$ cat config.mk
export PLATFORM = sky130hd
export DESIGN_NAME = univ_shift_seq
export DESIGN_NICKNAME = d
export VERILOG_FILES = /design/src/rtl/shifter_pkg.sv /design/src/rtl/univ_shift_step.sv /design/src/rtl/univ_shift_seq.sv
export SDC_FILE = /design/constraint.sdc
export NUM_CORES = 1
export LEC_CHECK = 0
export ABC_AREA = 0
export BUFFER_PORTS_ARGS = -buffer_cell sky130_fd_sc_hd__buf_2
export CAP_MARGIN = 20
export CELL_PAD_IN_SITES_DETAIL_PLACEMENT = 0
export CELL_PAD_IN_SITES_GLOBAL_PLACEMENT = 2
export CORE_MARGIN = 2
export CORE_UTILIZATION = 31
export CTS_BUF_LIST = sky130_fd_sc_hd__clkbuf_16
export DETAILED_ROUTE_END_ITERATION = 16
export PLACE_DENSITY_LB_ADDON = 0.1
export SLEW_MARGIN = 40
export SYNTH_ARGS = -nofsm -noshare
export SYNTH_HDL_FRONTEND = slang
export SYNTH_SLANG_ARGS = --single-unit
$ cat constraint.sdc
create_clock -name clk -period 2.9 [get_ports clk]
set_input_delay 0.58 -clock clk [delete_from_list [all_inputs] [get_ports clk]]
set_output_delay 0.58 -clock clk [all_outputs]
set_load 0.05 [all_outputs]
$ cat src/rtl/shifter_pkg.sv
// Shared types for the universal shift register: opcodes and controller states.
package shifter_pkg;

    typedef enum logic [2:0] {
        OP_NOP = 3'b000,
        OP_CPL = 3'b001,
        OP_SLL = 3'b010,
        OP_SRL = 3'b011,
        OP_SRA = 3'b100,
        OP_ROL = 3'b101,
        OP_ROR = 3'b110,
        OP_RSV = 3'b111
    } op_e;

    typedef enum logic [1:0] {
        ST_IDLE = 2'b00,
        ST_RUN  = 2'b01,
        ST_DONE = 2'b10
    } state_e;

    function automatic logic is_shift(input op_e op);
        return (op == OP_SLL) || (op == OP_SRL) || (op == OP_SRA) ||
               (op == OP_ROL) || (op == OP_ROR);
    endfunction

endpackage

$ cat src/rtl/univ_shift_step.sv
// One-bit shift/rotate step: next register value and the bit that leaves it.
module univ_shift_step
    import shifter_pkg::*;
#(
    parameter int WIDTH = 8
) (
    input  op_e              op,
    input  logic [WIDTH-1:0] d,
    input  logic             ser_in,
    output logic [WIDTH-1:0] d_next,
    output logic             bit_out
);

    always_comb begin
        d_next  = d;
        bit_out = 1'b0;
        case (op)
            OP_SLL: begin
                d_next  = {d[WIDTH-2:0], ser_in};
                bit_out = d[WIDTH-1];
            end
            OP_SRL: begin
                d_next  = {ser_in, d[WIDTH-1:1]};
                bit_out = d[0];
            end
            OP_SRA: begin
                d_next  = {d[WIDTH-1], d[WIDTH-1:1]};
                bit_out = d[0];
            end
            OP_ROL: begin
                d_next  = {d[WIDTH-2:0], d[WIDTH-1]};
                bit_out = d[WIDTH-1];
            end
            OP_ROR: begin
                d_next  = {d[0], d[WIDTH-1:1]};
                bit_out = d[0];
            end
            default: begin
                d_next  = d;
                bit_out = 1'b0;
            end
        endcase
    end

endmodule

$ cat src/rtl/univ_shift_seq.sv
// Sequential universal shift register: load, complement and multi-cycle
// shifts/rotates, one bit position per clock, framed by start/busy/done.
//
// state   | meaning
// --------+-----------------------------------------------------------
// IDLE    | waiting; load/start accepted
// RUN     | stepping the latched op, cnt steps remaining; inputs ignored
// DONE    | done pulse cycle; load/start accepted back-to-back
module univ_shift_seq
    import shifter_pkg::*;
#(
    parameter  int WIDTH = 8,
    localparam int AMT_W = $clog2(WIDTH)
) (
    input  logic             clk,
    input  logic             reset,
    input  logic             load,
    input  logic [WIDTH-1:0] din,
    input  logic             start,
    input  logic [2:0]       op,
    input  logic [AMT_W-1:0] amt,
    input  logic             ser_in,
    output logic [WIDTH-1:0] dout,
    output logic             ser_out,
    output logic             busy,
    output logic             done
);

    state_e           state;
    op_e              op_q;
    logic [AMT_W-1:0] cnt;
    op_e              op_in;
    logic [WIDTH-1:0] step_d;
    logic             step_bit;

    assign op_in = op_e'(op);

    univ_shift_step #(.WIDTH(WIDTH)) u_step (
        .op      (op_q),
        .d       (dout),
        .ser_in  (ser_in),
        .d_next  (step_d),
        .bit_out (step_bit)
    );

    always_ff @(posedge clk) begin
        if (reset) begin
            state   <= ST_IDLE;
            op_q    <= OP_NOP;
            cnt     <= '0;
            dout    <= '0;
            ser_out <= 1'b0;
            busy    <= 1'b0;
            done    <= 1'b0;
        end else begin
            done <= 1'b0;
            case (state)
                ST_RUN: begin
                    dout    <= step_d;
                    ser_out <= step_bit;
                    cnt     <= cnt - AMT_W'(1);
                    if (cnt == AMT_W'(1)) begin
                        state <= ST_DONE;
                        busy  <= 1'b0;
                        done  <= 1'b1;
                    end
                end
                default: begin
                    // load takes priority; a start in the same cycle is dropped
                    if (load) begin
                        dout  <= din;
                        state <= ST_IDLE;
                    end else if (start) begin
                        if (op_in == OP_CPL) begin
                            dout  <= ~dout;
                            state <= ST_DONE;
                            done  <= 1'b1;
                        end else if (is_shift(op_in) && (amt != '0)) begin
                            op_q  <= op_in;
                            cnt   <= amt;
                            busy  <= 1'b1;
                            state <= ST_RUN;
                        end else begin
                            state <= ST_DONE;
                            done  <= 1'b1;
                        end
                    end else begin
                        state <= ST_IDLE;
                    end
                end
            endcase
        end
    end

endmodule

# Yosys cells after proc, flatten, opt, wreduce, memory -nomap -nowiden
# Index checks and enable logic that the tools add are counted.
# classes
bitwise_logic	4
add_sub_neg	1
mux	29
n_reduce_logical	17
eq_ne	19
# ops
operator	count
one-hot mux 8 bit (5 select lines)	1
2-to-1 mux 8 bit	4
== test 3 bit, second input constant	6
2-to-1 mux 3 bit	5
== test 3 x 2 -> 1 bit, second input constant	4
2-to-1 mux 1 bit	12
2-to-1 mux 2 bit	6
AND reduction 5 bit	2
nonzero test 3 bit	3
inverter 8 bit	1
AND reduction 4 bit	2
== test 3 x 1 -> 1 bit, second input constant	2
!= test 6 x 1 -> 1 bit, second input constant	1
!= test 5 x 1 -> 1 bit, second input constant	1
logical OR 1 bit	4
!= test 2 x 1 -> 1 bit, second input constant	2
!= test 2 bit, second input constant	2
nonzero test 2 bit	2
inverter 1 bit	3
AND reduction 3 bit	1
OR reduction 3 bit	1
subtractor 3 x 1 -> 3 bit, second input constant	1
== test 2 x 1 -> 1 bit, second input constant	1
one-hot mux 1 bit (2 select lines)	1
other kinds (2)	2
# totals
regBits	19
inputBits	19
output_inout_bits	11
word_cells	78

# Logic depth before layout (Yosys ltp)
# logic_depth
ltp_word	11
ltp_mapped	7
ltp_nobuf	5

# Cells and area by module
# Synthesis repeated with hierarchy kept, for this count alone.
# unflattened
hier_cells	194
hier_area_um2	1480.2
# by_module_without_submodules
module	cells_each	area_each_um2	n_inst
univ_shift_seq	118	999.7	1
univ_shift_step	76	480.5	1

# Worst setup path before layout
# OpenSTA, ideal clock, no wires.
# synth_path
path_type	input to register
from	input load
to	register dout[1]
arrival_ps	1407
path_stages	5
slack_ps	1366
cell_sequence	clkbuf_1 -> a31oi_1 -> a21bo_2 -> a22oi_1 -> nor2_1
# synth_between
elab_chain_len	2
elab_cells_between_ends	5
cone_classes	mux (2); reduce/logical (3)
# synth_lines
element	line_no	text
start, declared	univ_shift_seq.sv:17	input logic load,
nonzero test 3 bit (no line) / 2-to-1 mux 8 bit (equally long branches)	-	
AND reduction 3 bit (no line) / 2-to-1 mux 8 bit (equally long branches)	-	
end signal, assigned	univ_shift_seq.sv:59	dout <= step_d;
end signal, assigned	univ_shift_seq.sv:71	dout <= din;
end signal, assigned	univ_shift_seq.sv:75	dout <= ~dout;
end, declared	univ_shift_seq.sv:23	output logic [WIDTH-1:0] dout,
# Several ways; a longest one is shown, not always the timed one.
# A chain may end at the register's enable or synchronous reset.

# Final worst setup path
# layout_path
from	register op_q[1]
to	register dout[4]
# layout_between
elab_chain_len	3
elab_cells_between_ends	9
cone_classes	eq/ne (6); mux (2); reduce/logical (1)
# layout_lines
element	line_no	text
start, declared	univ_shift_seq.sv:30	op_e op_q;
start signal, assigned	univ_shift_seq.sv:79	op_q <= op_in;
== test 3 x 2 -> 1 bit / == test 3 bit (equally long branches)	univ_shift_step.sv:17	case (op)
!= test 6 x 1 -> 1 bit (no line) / one-hot mux 8 bit (5 select lines) (equally long branches)	-	
AND reduction 3 bit (no line) / 2-to-1 mux 8 bit (equally long branches)	-	
# Several ways; a longest one is shown, not always the timed one.

==> results.json <==
{
  "status": "completed",
  "row_count": 21,
  "die_h_microns": 64.3,
  "vdd_drop_max_uv": 204,
  "drive_gt1_frac": 0.245,
  "worst-r2r-cell-count": 5,
  "layout_min_cycle_time_ns": 1.70,
  "drtIter0Drc": 53,
  "worstMarginPinSlew_ns": 0.665,
  "hold_depth": 2,
  "cts-root-buf": "clkbuf_16",
  "clockBufferDepth": 2,
  "drc": 0,
  "post_drt_wl_per_cell_microns": 14.5,
  "place_area_sq_mm": 0.00128,
  "clock_latency_ns": 0.25,
  "hp-class": "reg -> reg",
  "hold_viol_final": 0,
  "syn-num-nets": 160,
  "synth_seq_area_share": 0.337,
  "cp_data_required_time_ns": 3.03,
  "timing.final.ws_setup_ns": 1.20,
  "postRouteAntennaNets": 0,
  "overflow": 0,
  "place.gp.congestion": 0.788,
  "cts_setup_buffers": 0,
  "grt_pass1_wl_microns": 4950,
  "power_mw": 0.776,
  "clock-skew-final_ns": 0.000999,
  "cts_tree": "done",
  "routed_wl_microns": 3020,
  "grt_max_degree": 20,
  "p_leak_nw": 0.567,
  "multi_input_area_sq_um": 682,
  "dpl.hpwl_microns": 2270,
  "regArea_sq_um": 380,
  "finalSetupTns_ns": 0,
  "diodes": 0,
  "route.vias.total": 1113,
  "nets": 185,
  "powerDensity_mw_per_mm2": 569,
  "post-place-ws_ns": 1.12,
  "setup_viol": 0,
  "dp_cells": 205,
  "grt_setup_unrepaired": "false",
  "final_cell_area_sq_mm": 0.00136,
  "start_util": 0.330,
  "ys_ff_latch": 19,
  "path_class": "reg -> reg",
  "netlist_area_sq_mm": 0.00113,
  "area_delta_synth_final_pct": 20.9,
  "post_cts_resized": 0,
  "ctsHoldBuffers": 0,
  "io_buffers": 29,
  "end_kind": "register",
  "drt-pass1-iter-count": 5,
  "htree_levels": 1,
  "avgSynthCellArea_sq_um": 8.11,
  "path_clk_slew_ns": 0.06,
  "post-route-period-util": 0.585,
  "worst_setup_path_start_kind": "register",
  "die_x_microns": 64.3,
  "hold_slack_ns": 0.452,
  "arrival_ns": 1.83,
  "vias_per_cell": 5.33,
  "slew_headroom": 0.556,
  "fin_util": 0.399,
  "max_freq_mhz": 589,
  "synth.area.top_cells": "dfxtp_1 (34%), a21oi_1 (5.8%), nor2_1 (5.7%)",
  "yosysUniqueCellTypes": 39,
  "fp.coreArea_sq_mm": 0.00342,
  "slew_violations": 0,
  "final_cells": 209,
  "top_level_ports": 30,
  "worstPathMaxFanout": 10,
  "maxCapViolCount": 0,
  "yosys.area.top_type": "dfxtp_1",
  "syn_inst": 139,
  "cts_num_sinks": 19,
  "fillers": 375,
  "ys.warnings.count": 0,
  "synth_top_area_frac": 0.337,
  "antenna_found_initial": 0,
  "grt_pass1_vias": 1016,
  "grt_usage": 0.155,
  "fp.dieArea_sq_mm": 0.00414,
  "cts_buffers": 3
}
routing by layer:
metal  part of all wire  vias to the layer above  track usage  wire, microns
met5                  0                        -            0              0
met4              0.015                        0       0.0585             46
met3              0.051                        5       0.0229            155
met2               0.44                       35        0.230           1320
met1               0.50                      511        0.223           1500
li1                   -                      562            -              -
final cells by class:
type | count | share of cell area
inverters | 2 | 0.00551
multi-input cells | 108 | 0.500
clock buffers | 3 | 0.0551
well taps | 46 | 0.0422
flip-flops and latches | 19 | 0.279
clock inverters | 1 | 0.00551
repair buffers | 30 | 0.112
worst paths after layout:
check	start	endpoint	slack (ns)
max	op_q[1]	dout[4]	1.20
min reg2reg	busy	busy	0.45
min	busy	busy	0.45
max reg2reg	op_q[1]	dout[4]	1.20
cells by family after synthesis:
group                    synth area share
AO/OA/AOI/OAI                       0.267
XOR/XNOR                          0.00777
adder cells (fa/ha/maj)            0.0222
buffers and inverters              0.0577
flip-flops                          0.337
multiplexers                       0.0855
AND/OR/NAND/NOR                     0.222
cell usage in the layout, fill, tap and decap left out, types with 2 or more instances in the layout:
cell type / netlist / layout
buf_2: 4 / 29
nor3_1: 5 / 5
mux2i_1: 4 / 4
ha_1: 2 / 2
inv_1: 2 / 2
a22oi_1: 6 / 6
clkbuf_16: 0 / 3
nand2_1: 10 / 10
mux2_2: 3 / 3
and3_1: 2 / 2
a21oi_1: 13 / 13
nand2b_1: 3 / 3
o21ai_0: 8 / 8
nor2_1: 17 / 17
o311a_1: 2 / 2
nor2b_1: 3 / 3
dfxtp_1: 19 / 19
a221o_1: 4 / 4
a31oi_1: 4 / 4
nand3_1: 6 / 6
Yosys cell counts (all sizes together):
cell type  instances
nor3b              1
clkbuf             2
o21ai              9
and3               2
o21bai             1
nand3              6
nor4               1
nor3               5
nand2             11
or3                1
mux2               3
nor2b              3
nand4b             1
nor2              17
a2111o             1
xor2               1
dfxtp             19
inv                2
a221o              4
nand2b             3
a221oi             1
buf                8
a21oi             13
mux2i              5
and3b              1
o311a              2
a31oi              4
a32oi              1
o2111ai            1
a21bo              1
a22oi              6
o22ai              1
ha                 2
power breakdown:
| group | total (mW) | leakage [nW] | internal [mW] | switching (mW) |
|---|---|---|---|---|
| sequential | 0.306 | 0.156 | 0.281 | 0.0245 |
| clock | 0.297 | 0.0371 | 0.187 | 0.111 |
| combinational | 0.173 | 0.374 | 0.0623 | 0.110 |
| total | 0.776 | 0.567 | 0.530 | 0.245 |
sequential cells by signal (all words and copies together) (netlist names):
name     count
done         1
busy         1
ser_out      1
dout         8
cnt          3
state        2
op_q         3
worst max-delay path, stage by stage (launching register included):
cell and delay [ns]:
dfxtp_1 0.54, nand2_2 0.12, mux2i_4 0.30, mux2_2 0.38, a22oi_1 0.14, a21oi_1 0.09
Note: power is estimated with default switching activity, not from simulation.
